$ cat src/rtl/fetch_align_8085_pkg.sv
// Shared definitions for the 8085 fetch/align stage: opcode constants,
// stage states and the instruction-length decode.
package pkg_8085;

    typedef enum logic {
        ST_RUN    = 1'b0,
        ST_HALTED = 1'b1
    } fetch_state_t;

    localparam logic [7:0] OP_NOP = 8'h00;
    localparam logic [7:0] OP_HLT = 8'h76;
    localparam logic [7:0] OP_JMP = 8'hC3;

    // Length is fully determined by the opcode byte; anything unlisted is 1 byte.
    function automatic logic [1:0] instr_len_8085(input logic [7:0] op);
        case (op)
            8'h01, 8'h11, 8'h21, 8'h31, 8'h22, 8'h2A, 8'h32, 8'h3A,
            8'hC3, 8'hCD, 8'hC2, 8'hCA, 8'hD2, 8'hDA, 8'hE2, 8'hEA,
            8'hF2, 8'hFA, 8'hC4, 8'hCC, 8'hD4, 8'hDC, 8'hE4, 8'hEC,
            8'hF4, 8'hFC:
                return 2'd3;
            8'h06, 8'h0E, 8'h16, 8'h1E, 8'h26, 8'h2E, 8'h36, 8'h3E,
            8'hC6, 8'hCE, 8'hD6, 8'hDE, 8'hE6, 8'hEE, 8'hF6, 8'hFE,
            8'hD3, 8'hDB:
                return 2'd2;
            default:
                return 2'd1;
        endcase
    endfunction

endpackage

$ cat src/rtl/fetch_align_8085_byte_queue.sv
// Circular byte FIFO: one push per cycle, pop of 0..3 bytes, flush and a
// three-byte peek at the head.
module byte_queue_8085
    import pkg_8085::*;
#(
    parameter int DEPTH = 4
) (
    input  logic                     clk,
    input  logic                     reset,
    input  logic                     push,
    input  logic [7:0]               push_data,
    input  logic [1:0]               pop_cnt,
    input  logic                     flush,
    output logic [$clog2(DEPTH):0]   count,
    output logic [7:0]               peek0,
    output logic [7:0]               peek1,
    output logic [7:0]               peek2
);

    localparam int PW = $clog2(DEPTH);
    localparam int CW = PW + 1;

    logic [7:0]    mem [DEPTH];
    logic [PW-1:0] head;
    logic [PW-1:0] tail;

    // Pointers wrap naturally because DEPTH is a power of two.
    assign peek0 = mem[head];
    assign peek1 = mem[head + PW'(1)];
    assign peek2 = mem[head + PW'(2)];

    // Storage is cleared on reset so the head byte reads as a 1-byte NOP.
    always_ff @(posedge clk or negedge reset) begin
        if (!reset) begin
            head  <= '0;
            tail  <= '0;
            count <= '0;
            for (int i = 0; i < DEPTH; i++) begin
                mem[i] <= OP_NOP;
            end
        end else if (flush) begin
            head  <= '0;
            tail  <= '0;
            count <= '0;
        end else begin
            if (push) begin
                mem[tail] <= push_data;
                tail      <= tail + PW'(1);
            end
            head  <= head + PW'(pop_cnt);
            count <= count + CW'(push) - CW'(pop_cnt);
        end
    end

endmodule

$ cat src/rtl/fetch_align_8085.sv
// 8085 instruction fetch and alignment: streams bytes into a small queue and
// hands complete 1..3 byte instructions to decode, with redirect and HLT.
module fetch_align_8085
    import pkg_8085::*;
#(
    parameter int          QDEPTH   = 4,
    parameter logic [15:0] RESET_PC = 16'h0000
) (
    input  logic        clk,
    input  logic        reset,
    output logic        imem_rd,
    output logic [15:0] imem_addr,
    input  logic [7:0]  imem_data,
    input  logic        redirect,
    input  logic [15:0] redirect_pc,
    input  logic        id_ready,
    output logic        id_valid,
    output logic [7:0]  id_opcode,
    output logic [7:0]  id_op1,
    output logic [7:0]  id_op2,
    output logic [1:0]  id_len,
    output logic [15:0] id_pc,
    output logic        halted
);

    localparam int CW = $clog2(QDEPTH) + 1;

    fetch_state_t  state;
    fetch_state_t  state_nxt;
    logic [15:0]   fpc;
    logic [15:0]   head_pc;
    logic          inflight;
    logic          fetch_ok;
    logic          handshake;
    logic [CW-1:0] count;
    logic [7:0]    peek0;
    logic [7:0]    peek1;
    logic [7:0]    peek2;
    logic [1:0]    q_len;

    byte_queue_8085 #(.DEPTH(QDEPTH)) u_queue (
        .clk       (clk),
        .reset     (reset),
        .push      (inflight && !redirect),
        .push_data (imem_data),
        .pop_cnt   (handshake ? q_len : 2'd0),
        .flush     (redirect),
        .count     (count),
        .peek0     (peek0),
        .peek1     (peek1),
        .peek2     (peek2)
    );

    assign q_len     = instr_len_8085(peek0);
    assign handshake = id_valid && id_ready;
    assign fetch_ok  = (state == ST_RUN) && !redirect
                       && ((count + CW'(inflight)) < CW'(QDEPTH));

    assign imem_addr = fpc;
    assign id_opcode = peek0;
    assign id_op1    = (q_len >= 2'd2) ? peek1 : 8'h00;
    assign id_op2    = (q_len == 2'd3) ? peek2 : 8'h00;
    assign id_len    = q_len;
    assign id_pc     = head_pc;

    always_ff @(posedge clk or negedge reset) begin
        if (!reset) begin
            state <= ST_RUN;
        end else begin
            state <= state_nxt;
        end
    end

    // Redirect overrides everything, including a HLT consumed in the same cycle.
    always_comb begin
        state_nxt = state;
        case (state)
            ST_RUN:    if (handshake && peek0 == OP_HLT) state_nxt = ST_HALTED;
            ST_HALTED: state_nxt = ST_HALTED;
            default:   state_nxt = ST_RUN;
        endcase
        if (redirect) begin
            state_nxt = ST_RUN;
        end
    end

    // The read strobe is held low while reset is asserted so it shows 0 immediately.
    always_comb begin
        imem_rd  = fetch_ok && reset;
        id_valid = (state == ST_RUN) && (count >= CW'(q_len));
        halted   = (state == ST_HALTED);
    end

    always_ff @(posedge clk or negedge reset) begin
        if (!reset) begin
            fpc      <= RESET_PC;
            head_pc  <= RESET_PC;
            inflight <= 1'b0;
        end else begin
            inflight <= fetch_ok;
            if (redirect) begin
                fpc     <= redirect_pc;
                head_pc <= redirect_pc;
            end else begin
                if (fetch_ok) fpc <= fpc + 16'd1;
                if (handshake) head_pc <= head_pc + 16'(q_len);
            end
        end
    end

endmodule

$ cat config.mk
export PLATFORM = sky130hd
export DESIGN_NAME = fetch_align_8085
export DESIGN_NICKNAME = d
export VERILOG_FILES = /design/src/rtl/fetch_align_8085_pkg.sv /design/src/rtl/fetch_align_8085_byte_queue.sv /design/src/rtl/fetch_align_8085.sv
export SDC_FILE = /design/constraint.sdc
export NUM_CORES = 1
export LEC_CHECK = 0
export ABC_AREA = 0
export CORE_MARGIN = 2
export CORE_UTILIZATION = 43
export DETAILED_ROUTE_END_ITERATION = 8
export PLACE_DENSITY = 0.69
export SLEW_MARGIN = 40
export SYNTH_ARGS = -nofsm -noshare
export SYNTH_HDL_FRONTEND = slang
export SYNTH_SLANG_ARGS = --single-unit
$ cat constraint.sdc
create_clock -name clk -period 7.1 [get_ports clk]
set_input_delay 0.71 -clock clk [delete_from_list [all_inputs] [get_ports clk]]
set_output_delay 0.71 -clock clk [all_outputs]
set_load 0.01 [all_outputs]
==> results.yml <==
drt:
  ant_nets: 0
  first_pass_iters: 4
  dr.first_iter.drc_count: 113
  viasPerCell: 5.56
  wl_per_cell_microns: 17.8
  wl_mm: 10.5
  drc_errors: 0
  via_count: 3279
timing:
  finalSetupViolations: 0
  tightest_slew_ns: 0.750
  rsz0062_at_grt: "no"
  finalClockSkew_ns: 0.0106
  hold_viol: 0
  fmax_mhz: 195
  setup_ws_ns: 1.96
  finalCritPeriodShare_pct: 72.4
  fin_tns_setup_ns: 0
  final_max_slew_viol_count: 0
  finalCriticalPeriod_ns: 5.14
  max-slew-margin-rel_pct: 49.9
  hold_ws_ns: 0.347
logic_synthesis:
  syn_inst: 363
  yosysUniqueCellTypes: 49
  netlist_area_sq_um: 4430
  synth_top_area_cell: "dfrtp_1"
  synth_top_flop_cell: "dfrtp_1"
  avgSynthCellArea_sq_um: 12.2
  seq_area_frac_synth_pct: 41.2
  synth_warnings: 0
  synth_top_cell_area_share_pct: 41.2
  ys_top_cells_by_area: "dfrtp_1 (41%), mux2_2 (14%), mux4_2 (11%)"
  synthArstFlopShare_pct: 100
  synthesis.nets: 405
  ys_ff_latch: 73
  synth-edff-count: 0
critical_path:
  r2r_start: "u_queue.head[0]$_DFF_PN0_"
  crit_arrival_ns: 4.43
  path_cells: "mux4_2 -> and2_1 -> o32a_2 -> a21oi_2 -> ha_1 -> a211oi_1 -> nor2_1 -> clkdlybuf4s50_1"
  slowest_delay_ns: 0.76
  crit_path_top_delay_cell: "dfrtp_2"
  r2r_cells: 12
  cp_max_fo: 21
  crit_required_ns: 6.39
  crit_type: "register to primary output"
  critPathLaunchType: "register"
  worstReg2RegEnd: "id_pc[13]$_DFFE_PN0P_"
  endpoint_kind: "primary output"
  rrSetupSlack_ns: 2.31
die:
  die_area_sq_um: 11100
  fp-row-count: 37
  core_sq_um: 10200
  fp.dieW_microns: 106
  io_pins: 89
  start_util_pct: 43.5
  die_y_microns: 106
placement:
  io_buffers: 88
  dp_hpwl_mm: 7.69
  finalWeightedCongestion: 0.821
  preCtsSetupSlack_ns: 2.25
  placed_cell_area_sq_um: 5410
clock_network:
  clockBufferDepth: 2
  clk_pin_slew_ns: 0.07
  cts_resized: 0
  insertion_delay_ns: 0.34
  cts_tree: "built"
  cts_sinks: 73
  root_buffer: "clkbuf_8"
  postCtsHoldBufs: 0
  postCtsSetupBuffers: 0
  numCtsBuffers: 9
  htreeDepth: 3
finish:
  drive_above_1_share_pct: 24.7
  fillerInstances: 891
  final_cell_mix: "clkdlybuf4s50_1 (87), dfrtp_1 (71), mux2_2 (56)"
  antenna-diode-count: 0
  final_nets: 491
  final_area_sq_um: 5650
  fin_util_pct: 55.5
  area_delta_synth_final_pct: 27.5
  final_common_cell: "clkdlybuf4s50_1"
job:
  drv_cap: 0
grt:
  grt_util_all_layers_pct: 19.7
  antenna_found_initial: 0
  gr-total-overflow: 0
  grt_max_degree: 53
  grt_pass1_vias: 3288
  grt_pass1_wl_mm: 17.2
pwr:
  power_frac_comb_pct: 52.3
  switching_share_pct: 37.8
  power.share.sequential_pct: 30.7
  p_clk_share_pct: 16.9
  cellPowerDensity_nw_per_um2: 413
  p_leak_nw: 2.30
  peakVddDrop_mv: 0.163
  p_int_mw: 1.45
  switching_power_mw: 0.883
worst_hold_path:
  hold_path.class: "input pin to asynchronous set/reset pin"
outcome:
  status: "finished clean"
==> cell type report <==
| class | instances | area, sq um | area share, % |
|---|---|---|---|
| multi-input cells | 263 | 2470 | 43.7 |
| flip-flops and latches | 73 | 1830 | 32.4 |
| repair buffers | 91 | 898 | 15.9 |
| well taps | 136 | 170 | 3.01 |
| clock buffers | 9 | 124 | 2.19 |
| clock inverters | 7 | 119 | 2.10 |
| inverters | 11 | 41.3 | 0.731 |
==> stage by stage <==
stage | power [mW] | cells
after global placement | 1.91 | 574
after detailed placement | 1.94 | 574
after CTS | 2.34 | 590
after floorplan | 1.51 | 363
final | 2.33 | 590
after global routing | 2.49 | 590
==> per-layer routing <==
layer,vias up,part of all wire [%],GRT usage [%]
met4,0,1.7,6.48
met2,76,50,31.5
met3,14,3.1,3.09
li1,1516,-,-
met1,1673,45,27.7
met5,-,0,0
==> critical path: cells and delay by family (launching register included) <==
family | cells | cell delay [ns]
multiplexers | 1 | 0.65
flip-flops | 1 | 0.76
AO/OA/AOI/OAI | 3 | 1.53
buffers and inverters | 1 | 0.49
AND/OR/NAND/NOR | 2 | 0.28
adder cells (fa/ha/maj) | 1 | 0.37
==> flip-flops by register name, indices dropped and copies added (netlist names) <==
signal / flops
u_queue.mem: 32
id_pc: 16
imem_addr: 16
u_queue.count: 3
u_queue.head: 2
u_queue.tail: 2
halted: 1
inflight: 1
==> synth_stat cells, drive strengths merged (2+ instances only) <==
library cell  instances
nor4                  2
nand2b                4
mux4                 24
and3                 14
inv                  11
mux2                 56
nor2b                12
clkbuf                8
nand3                12
nor3                  4
fa                    2
and4                  2
ha                   12
nor2                 23
nand2                19
a211o                 2
buf                   8
nand4                11
a21oi                 7
a211oi                2
xor2                 11
o2111ai               2
nor4b                 3
dfrtp                73
xnor2                22
a31oi                 4
==> cell families (layout without fill, tap and decap cells) <==
logic type,Yosys count,in the layout,share of synthesized area [%]
DFF,73,73,41.2
and+or+nand+nor,110,110,13.7
adders and majority gates,14,14,4.29
AOI/OAI and AO/OA,25,25,4.29
buffers and inverters,27,118,3.10
muxes,81,81,26.9
xor gates and xnor gates,33,33,6.52
==> power groups by stage <==
stage,sequential (mW),clock (mW),combinational [mW]
after global routing,0.741,0.421,1.32
after floorplan,0.666,0,0.839
final,0.717,0.395,1.22
after global placement,0.710,0,1.20
after CTS,0.715,0.401,1.23
after detailed placement,0.721,0,1.22
==> worst max-delay path by stage <==
stage / slack (ns) / depth (start not counted) / startpoint / to
6_report: 1.96 / 8 / u_queue.head[0]$_DFF_PN0_ / id_valid
5_1_grt: 1.72 / 8 / u_queue.head[0]$_DFF_PN0_ / id_valid
4_1_cts: 1.93 / 8 / u_queue.head[0]$_DFF_PN0_ / id_valid
3_5_place_dp: 2.25 / 12 / u_queue.head[0]$_DFF_PN0_ / id_pc[13]$_DFFE_PN0P_
3_3_place_gp: 2.02 / 12 / u_queue.head[0]$_DFF_PN0_ / id_pc[13]$_DFFE_PN0P_
2_1_floorplan: 2.96 / 17 / u_queue.head[0]$_DFF_PN0_ / u_queue.count[2]$_DFF_PN0_
Power figures use the tool's default switching activity.
